### config.mk
export PLATFORM = sky130hd
export DESIGN_NAME = serial_byte_loader
export DESIGN_NICKNAME = d
export VERILOG_FILES = /design/src/rtl/serial_byte_loader.sv
export SDC_FILE = /design/constraint.sdc
export NUM_CORES = 1
export LEC_CHECK = 0
export ABC_CLOCK_PERIOD_IN_PS = 3640
export CAP_MARGIN = 20
export CORE_MARGIN = 2
export CORE_UTILIZATION = 45
export DETAILED_ROUTE_END_ITERATION = 8
export PLACE_DENSITY = 0.71
export SYNTH_ARGS = -nofsm -noshare
export SYNTH_HDL_FRONTEND = slang
export SYNTH_SLANG_ARGS = --single-unit
### constraint.sdc
create_clock -name clk -period 3.64 [get_ports clk]
set_clock_uncertainty 0.2 [all_clocks]
set_input_delay 0.91 -clock clk [delete_from_list [all_inputs] [get_ports clk]]
set_output_delay 0.91 -clock clk [all_outputs]
set_load 0.1 [all_outputs]
### src/rtl/serial_byte_loader.sv
// serial_byte_loader: assembles MSB-first serial bits into a byte for the downstream `register` block.
// Latency: data/enable update on the edge that samples the last bit (parity bit when parity is enabled).
// Backpressure: none; bit_valid=0 cycles are stalls with unlimited gaps, and abort/start override bits.
//
// Ports:
//   clk, rst_            rising-edge clock, asynchronous active-low reset
//   start                one-cycle frame start (also restarts a frame in progress)
//   bit_valid, sdata     serial bit qualifier and bit, MSB first
//   abort                synchronous frame abort, highest priority
//   data [WIDTH-1:0]     last completed byte, held between loads
//   enable               one-cycle load strobe to the downstream register
//   busy                 high while a frame is in progress
//   perr                 one-cycle parity error strobe (only with SBL_PARITY_EN)
//
// Build option: define SBL_PARITY_EN for 9-bit frames with even parity
// and the perr port. Undefined: 8-bit frames, every frame loads.
module serial_byte_loader #(
  parameter int WIDTH = 8
) (
  input  logic             clk,
  input  logic             rst_,
  input  logic             start,
  input  logic             bit_valid,
  input  logic             sdata,
  input  logic             abort,
  output logic [WIDTH-1:0] data,
  output logic             enable,
  output logic             busy
`ifdef SBL_PARITY_EN
  ,
  output logic             perr
`endif
);

`ifdef SBL_PARITY_EN
  typedef enum logic [1:0] {S_IDLE, S_SHIFT, S_PAR} state_t;
`else
  typedef enum logic [1:0] {S_IDLE, S_SHIFT} state_t;
`endif

  localparam logic [2:0] LAST_BIT = 3'(WIDTH - 1);

  state_t           r_state, w_state_nxt;
  logic [WIDTH-1:0] r_shreg, w_shreg_nxt;
  logic [2:0]       r_cnt, w_cnt_nxt;
  logic [WIDTH-1:0] r_data, w_data_nxt;
  logic             r_enable, w_enable_nxt;
  logic [WIDTH-1:0] w_byte;
`ifdef SBL_PARITY_EN
  logic             r_perr, w_perr_nxt;
  logic             w_par_ok;
`endif

  // Byte as it would look with the current bit shifted in.
  assign w_byte = {r_shreg[WIDTH-2:0], sdata};
`ifdef SBL_PARITY_EN
  // Even parity: the 8 data bits plus the parity bit XOR to zero.
  assign w_par_ok = ~(^{r_shreg, sdata});
`endif

  always_ff @(posedge clk or negedge rst_) begin
    if (!rst_) begin
      r_state  <= S_IDLE;
      r_shreg  <= '0;
      r_cnt    <= '0;
      r_data   <= '0;
      r_enable <= 1'b0;
`ifdef SBL_PARITY_EN
      r_perr   <= 1'b0;
`endif
    end else begin
      r_state  <= w_state_nxt;
      r_shreg  <= w_shreg_nxt;
      r_cnt    <= w_cnt_nxt;
      r_data   <= w_data_nxt;
      r_enable <= w_enable_nxt;
`ifdef SBL_PARITY_EN
      r_perr   <= w_perr_nxt;
`endif
    end
  end

  always_comb begin
    w_state_nxt  = r_state;
    w_shreg_nxt  = r_shreg;
    w_cnt_nxt    = r_cnt;
    w_data_nxt   = r_data;
    w_enable_nxt = 1'b0;
`ifdef SBL_PARITY_EN
    w_perr_nxt   = 1'b0;
`endif
    if (abort) begin
      // Discard the partial frame; no strobes.
      w_state_nxt = S_IDLE;
      w_cnt_nxt   = '0;
    end else if (start) begin
      // Start wins over a coinciding bit, including a frame's final bit.
      w_state_nxt = S_SHIFT;
      w_cnt_nxt   = '0;
    end else if (bit_valid) begin
      unique case (r_state)
        S_SHIFT: begin
          w_shreg_nxt = w_byte;
          // 3-bit counter wraps 7->0 exactly on the last data bit.
          w_cnt_nxt   = r_cnt + 3'd1;
          if (r_cnt == LAST_BIT) begin
`ifdef SBL_PARITY_EN
            w_state_nxt = S_PAR;
`else
            w_state_nxt  = S_IDLE;
            w_data_nxt   = w_byte;
            w_enable_nxt = 1'b1;
`endif
          end
        end
`ifdef SBL_PARITY_EN
        S_PAR: begin
          w_state_nxt = S_IDLE;
          if (w_par_ok) begin
            w_data_nxt   = r_shreg;
            w_enable_nxt = 1'b1;
          end else begin
            w_perr_nxt = 1'b1;
          end
        end
`endif
        default: ; // IDLE ignores bit_valid
      endcase
    end
  end

  assign data   = r_data;
  assign enable = r_enable;
  assign busy   = (r_state != S_IDLE);
`ifdef SBL_PARITY_EN
  assign perr   = r_perr;
`endif

endmodule

### After elaboration in Yosys (flattened, before gate mapping)

Cells that the tools add are included.

* bits in registers: 21
* input bits: 6
* output and inout bits: 10
* logic and storage cells: 32

* add/subtract/negate cells: 1
* equality and inequality tests: 2
* muxes and demuxes: 14
* bitwise operators: 2
* reduce and logical (&&, ||, !) cells: 8

Operator list (number)
* $mux 3: 4
* $mux 2: 5
* $reduce_bool 3->1: 3
* $mux 1: 5
* $reduce_and 5->1: 1
* $reduce_and 4->1: 1
* $add 3x1->3 const B: 1
* $eq 3x3->1 const B: 1
* $reduce_and 3->1: 1
* $eq 2x1->1 const B: 1
* $not 1->1: 2
* $reduce_and 2->1: 1
* $reduce_bool 2->1: 1

### Logic depth before layout (Yosys ltp)

Gate-level depths: netlist of run 1.

* depth after elaboration: 6
* depth in mapped cells: 5
* gate-level depth less buffers: 5

### Worst setup path before layout of run 1

No wires, ideal clock.

* path type: register -> register
* from: reg r_state[0]
* to: reg r_shreg[0]
* library setup time: 0.125 ns
* arrival time: 1.847 ns
* data required time: 3.315 ns
* slack: 1.469 ns
* cell stages (with the launch flop): 4
* buffers on the path: 0
* period minus slack after synthesis: 2.171 ns
* cell sequence: dfrtp_1 nand2_2 nor3_4 mux2_2

* cells in the longest elaborated chain, start to end: 2

RTL lines
* start, declared: line 43 `state_t r_state, w_state_nxt;`
* start signal, assigned: line 72 `r_state <= w_state_nxt;`
* $eq 2x1->1: line 101 `unique case (r_state)`
* $reduce_and 4->1 (no line)
* end signal, assigned: line 73 `r_shreg <= w_shreg_nxt;`
* end, declared: line 44 `logic [WIDTH-1:0] r_shreg, w_shreg_nxt;`

Every way passes these cells.
A chain may end at the register's enable or synchronous reset.

### Final worst setup path of run 1

* from: in abort
* to: reg r_data[1], in the netlist data[1]

* cells in the longest elaborated chain, start to end: 2

RTL lines
* start, declared: line 25 `input logic abort,`
* $not 1->1 (no line)
* $reduce_and 5->1 (no line)
* end signal, assigned: line 75 `r_data <= w_data_nxt;`
* end, declared: line 46 `logic [WIDTH-1:0] r_data, w_data_nxt;`

Every way passes these cells.

==> results of run 1 <==
kinds of logic after synthesis:
logic type / count (synthesis) / synth area share
DFF: 20 / 0.631
muxes: 17 / 0.238
and+or+nand+nor: 9 / 0.0773
adders and majority gates: 2 / 0.0315
AOI/OAI and AO/OA: 1 / 0.00630
xor gates and xnor gates: 1 / 0.0110
buffers and inverters: 1 / 0.00473
final cells by class:
cell class,instances,share of cell area
Sequential cell,20,0.513
Tap cell,17,0.0218
Multi-Input combinational cell,30,0.296
Timing Repair Buffer,15,0.128
Inverter,1,0.00385
Clock buffer,4,0.0372
metal layers:
layer,wire length (um),GRT usage
met5,0,0
met4,5,0.0686
met3,54,0.0357
met2,556,0.200
met1,578,0.180
final timing paths:
kind | from | endpoint | slack, ns | cells past startpoint
max | abort | data[1] | 1.34 | 4
min | r_shreg[6] | r_shreg[6] | 0.31 | 1
max reg2reg | r_cnt[0] | data[1] | 1.92 | 4
min reg2reg | r_shreg[6] | r_shreg[6] | 0.31 | 1
max in group asynchronous | rst_ | data[0] | 1.80 | 1
min in group asynchronous | rst_ | r_cnt[2] | 0.91 | 1
worst max-delay path, delay by kind of cell:
family | cells | cell delay, ns
simple gates | 2 | 0.47
buf+inv | 1 | 0.54
mux | 1 | 0.37
cell usage after synthesis:
master,instances
a21oi_1,1
dfrtp_1,20
ha_1,2
inv_1,1
mux2_2,15
mux2i_1,2
nand2_1,1
nand2_2,1
nand4_2,1
nor2_1,2
nor3_1,3
nor3_4,1
xor2_1,1
report_power, final:
| group | total [mW] | leakage [nW] | internal [mW] | switching (mW) |
|---|---|---|---|---|
| clock | 0.124 | 0.0210 | 0.0609 | 0.0628 |
| combinational | 0.0380 | 0.228 | 0.0180 | 0.0199 |
| sequential | 0.247 | 0.274 | 0.236 | 0.0109 |
| total | 0.409 | 0.523 | 0.315 | 0.0937 |
metrics by stage:
| stage | area (um2) | std cells | power [mW] | setup slack [ns] | hold slack (ns) |
|---|---|---|---|---|---|
| after detailed placement | 940 | 83 | 0.290 | 1.00 | 0.295 |
| final | 976 | 87 | 0.409 | 1.34 | 0.315 |
| after global placement | 940 | 83 | 0.288 | 0.995 | 0.290 |
| after floorplan | 793 | 51 | 0.270 | 1.47 | 0.277 |
| after global routing | 976 | 87 | 0.432 | 1.27 | 0.334 |
| after CTS | 976 | 87 | 0.417 | 1.33 | 0.320 |
state kept, by name, indices dropped and copies added (netlist names):
name / count
r_cnt: 3
enable: 1
r_shreg: 7
r_state: 1
data: 8
cell usage in the layout, fill, tap and decap left out:
cell,count
a21oi_1,1
buf_4,10
clkbuf_4,3
clkbuf_8,1
clkdlybuf4s50_1,5
dfrtp_1,20
ha_1,2
inv_1,1
mux2_2,15
mux2i_1,2
nand2_1,1
nand2_2,1
nand4_2,1
nor2_1,2
nor3_1,3
nor3_4,1
xor2_1,1
==> impl_metrics.tcl, run 1 <==
set metrics [dict create \
    end_kind "flop" \
    crit_required_ns 3.62 \
    cp.arrival_ns 2.29 \
    synth_top_area_cell "dfrtp_1" \
    clk_pin_slew_ns 0.11 \
    io_pins 16 \
    rsz0062_at_grt "false" \
    antenna_found_initial 0 \
    cts_buffer_depth 2 \
    drc_errors 0 \
    grt_pass1_wl_mm 1.93 \
    hold_violations 0 \
    routed_wl_mm 1.19 \
    ctsRootBufferMaster "clkbuf_4" \
    drv_slew 0 \
    nFillCells 138 \
    post-route-period-util 0.632 \
    crit_path_max_fanout 9 \
    post-dp-hpwl_um 816 \
    syn_inst 51 \
    fmax_mhz 435 \
    peakVddDrop_mv 0.290 \
    slowest_stage "clkdlybuf4s50_1" \
    worstMarginPinSlew_ns 0.876 \
    numClockSinks 20 \
    synth_top_cell_area_share 0.631 \
    drt_iter0_markers 2 \
    ys_warn_count 0 \
    worstSetupPathType "in2reg" \
    die_h_um 46.0 \
    synth_area_leaders "dfrtp_1, mux2_2, ha_1" \
    netlist_area_um2 793 \
    nets 79 \
    gp_congestion 0.678 \
    htreeDepth 1 \
    setup_viol 0 \
    outcome "finished clean" \
    cts-resized-gates 0 \
    vias_per_cell 5.21 \
    ys_types 13 \
    tritoncts "done" \
    die_area_um2 2110 \
    wire_per_inst_um 13.7 \
    start_kind "input pin" \
    ys_seq_elements 20 \
    grt_max_degree 21 \
    path_cells "clkdlybuf4s50_1 > nor2_1 > nand4_2 > mux2_2" \
    initial_core_util 0.470 \
    ff_latch_area_um2 500 \
    slew_headroom 0.414 \
    vias 453 \
    core_area_um2 1690 \
    seq_area_frac_synth 0.631 \
    cts_made_buffers 3 \
    period_needed_ns 2.30 \
    ant_nets 0 \
    leakagePower_nw 0.523 \
    multi_input_area_um2 289 \
    post-route-util 0.578 \
    io_buffers 15 \
    rows 15 \
    grt_usage 0.135 \
    grt_overflow 0 \
    antenna_cells 0 \
    hold_class "reg2reg" \
    fin_setup_tns_ns 0 \
    syn_nets 59 \
    drive_above_1_share 0.457 \
    ctsHoldBuffers 0 \
    maxCapViolCount 0 \
    clk_latency_ns 0.29 \
    cpPeakStageDelay_ns 0.54 \
    syn_area_per_cell_um2 15.6 \
    grt_pass1_vias 421 \
    area_growth_pct 23.0 \
    die_w_um 46.0 \
    power_density_nw_per_um2 419 \
    dr.pass1.iters 3 \
    post_cts_buffers 0 \
]
(Power assumes the default switching activity.)
==> run 2, diff against run 1 <==
--- a/config.mk
+++ b/config.mk
@@ -5,7 +5,7 @@
 export SDC_FILE = /design/constraint.sdc
 export NUM_CORES = 1
 export LEC_CHECK = 0
-export ABC_CLOCK_PERIOD_IN_PS = 3640
+export ABC_CLOCK_PERIOD_IN_PS = 2130
 export CAP_MARGIN = 20
 export CORE_MARGIN = 2
 export CORE_UTILIZATION = 45
==> constraint.sdc (replaced) <==
create_clock -name clk -period 2.13 [get_ports clk]
set_clock_uncertainty 0.2 [all_clocks]
set_input_delay 0.5325 -clock clk [delete_from_list [all_inputs] [get_ports clk]]
set_output_delay 0.5325 -clock clk [all_outputs]
set_load 0.1 [all_outputs]
==> impl_metrics.tcl, run 2 (same netlist as run 1, synthesis figures left out) <==
set metrics [dict create \
    cp.arrival_ns 1.78 \
    grt_overflow 0 \
    drt_iter0_markers 1 \
    cpPeakStageDelay_ns 0.53 \
    antenna_found_initial 0 \
    rows 15 \
    r2r_slack_ns 0.46 \
    peakVddDrop_mv 0.560 \
    worstSetupPathType "in2reg" \
    nets 85 \
    vias_per_cell 4.98 \
    grt_pass1_wl_mm 2.08 \
    initial_core_util 0.470 \
    path_cells "clkdlybuf4s50_1 > nand2_2 > nor3_4 > buf_12 > mux2_2" \
    outcome "finished clean" \
    die_area_um2 2110 \
    core_area_um2 1690 \
    grt_usage 0.146 \
    total_power_mw 0.805 \
    hold_end "data[7]" \
    pre_cts_ws_ns 0.0335 \
    hold_start "r_shreg[6]" \
    seqPwrFrac 0.526 \
    comb_power_share 0.092 \
    fmax_mhz 558 \
    worstMarginPinSlew_ns 0.245 \
    hold_ws_ns 0.321 \
    cts-resized-gates 0 \
    fin_ws_ns 0.339 \
    post-route-period-util 0.841 \
    drive_above_1_share 0.513 \
    dpl.cell_count 89 \
    hold_class "reg2reg" \
    period_needed_ns 1.79 \
    slowest_stage "clkdlybuf4s50_1" \
    r2r_end "data[1]" \
    vias 463 \
    io_pins 16 \
    antenna_cells 0 \
    final_common_cell "dfrtp_1" \
    crit_path_max_fanout 7 \
    die_h_um 46.0 \
    p_int_mw 0.635 \
    ant_nets 0 \
    ctsRootBufferMaster "clkbuf_4" \
    dr.pass1.iters 2 \
    wire_per_inst_um 13.3 \
    drv_slew 0 \
    grt_pass1_vias 476 \
    grt_max_degree 21 \
    drc_errors 0 \
    numClockSinks 20 \
    gp_congestion 0.736 \
    design_area_um2 1190 \
    clk_latency_ns 0.30 \
    r2r_start "r_cnt[0]" \
    post-dp-hpwl_um 910 \
    holdPathStages 1 \
    htreeDepth 1 \
    area_growth_pct 49.8 \
    clkPwrFrac 0.382 \
    ctsHoldBuffers 0 \
    layout_common_cells "dfrtp_1, mux2_2, buf_12" \
    cts_made_buffers 3 \
    routed_wl_mm 1.24 \
    rsz0062_at_grt "false" \
    switching_share 0.212 \
    io_buffers 15 \
    setup_viol 0 \
    crit_required_ns 2.12 \
    start_kind "input pin" \
    clk_pin_slew_ns 0.12 \
    fin_cells 93 \
    maxCapViolCount 0 \
    power_switching_mw 0.171 \
    end_kind "flop" \
    tritoncts "done" \
    place_area_um2 1140 \
    post-route-util 0.704 \
    ff2ff_path_depth 5 \
    power_density_nw_per_um2 678 \
    leakagePower_nw 0.594 \
    largest_reg_flops 8 \
    die_w_um 46.0 \
    fin_setup_tns_ns 0 \
    slew_headroom 0.837 \
    hold_violations 0 \
    cts_buffer_depth 2 \
    post_cts_buffers 0 \
]
-- run 2: worst max-delay path by stage --
stage,endpoint,slack [ns],depth (start not counted),startpoint
floorplan,r_shreg[0],0.29,3,r_state[0]
global route,r_shreg[0],0.29,5,bit_valid
detailed placement,r_shreg[0],0.03,5,bit_valid
global placement,r_shreg[4],0.04,5,bit_valid
CTS,r_shreg[1],0.34,5,bit_valid
finish,r_shreg[1],0.34,5,bit_valid
-- run 2: cell type report --
cell class                 instances  area (um2)
clock buffer                       3        22.5
clock inverter                     1        30.0
fill                             128         500
inverter                           1        3.75
multi-input combinational         30         289
sequential                        20         502
tap                               17        21.3
timing repair buffer              21         320
-- run 2: metal layers --
metal	GRT usage	share of wire	up-vias
li1	-	-	229
met1	0.191	0.49	221
met2	0.214	0.46	11
met3	0.0278	0.037	2
met4	0.103	0.011	0
met5	0	0	-
-- run 2: power by group through the flow --
stage	clock network (mW)	logic (mW)	registers, mW
after global placement	0	0.0736	0.430
after detailed placement	0	0.0763	0.431
after CTS	0.315	0.0762	0.424
final	0.308	0.0743	0.423
after global routing	0.323	0.0825	0.428
after floorplan	0	0.0287	0.433
-- run 2: worst max-delay path, delay by kind of cell --
family	cells	cell delay, ns
simple gates	2	0.25
buf+inv	2	0.67
mux	1	0.32
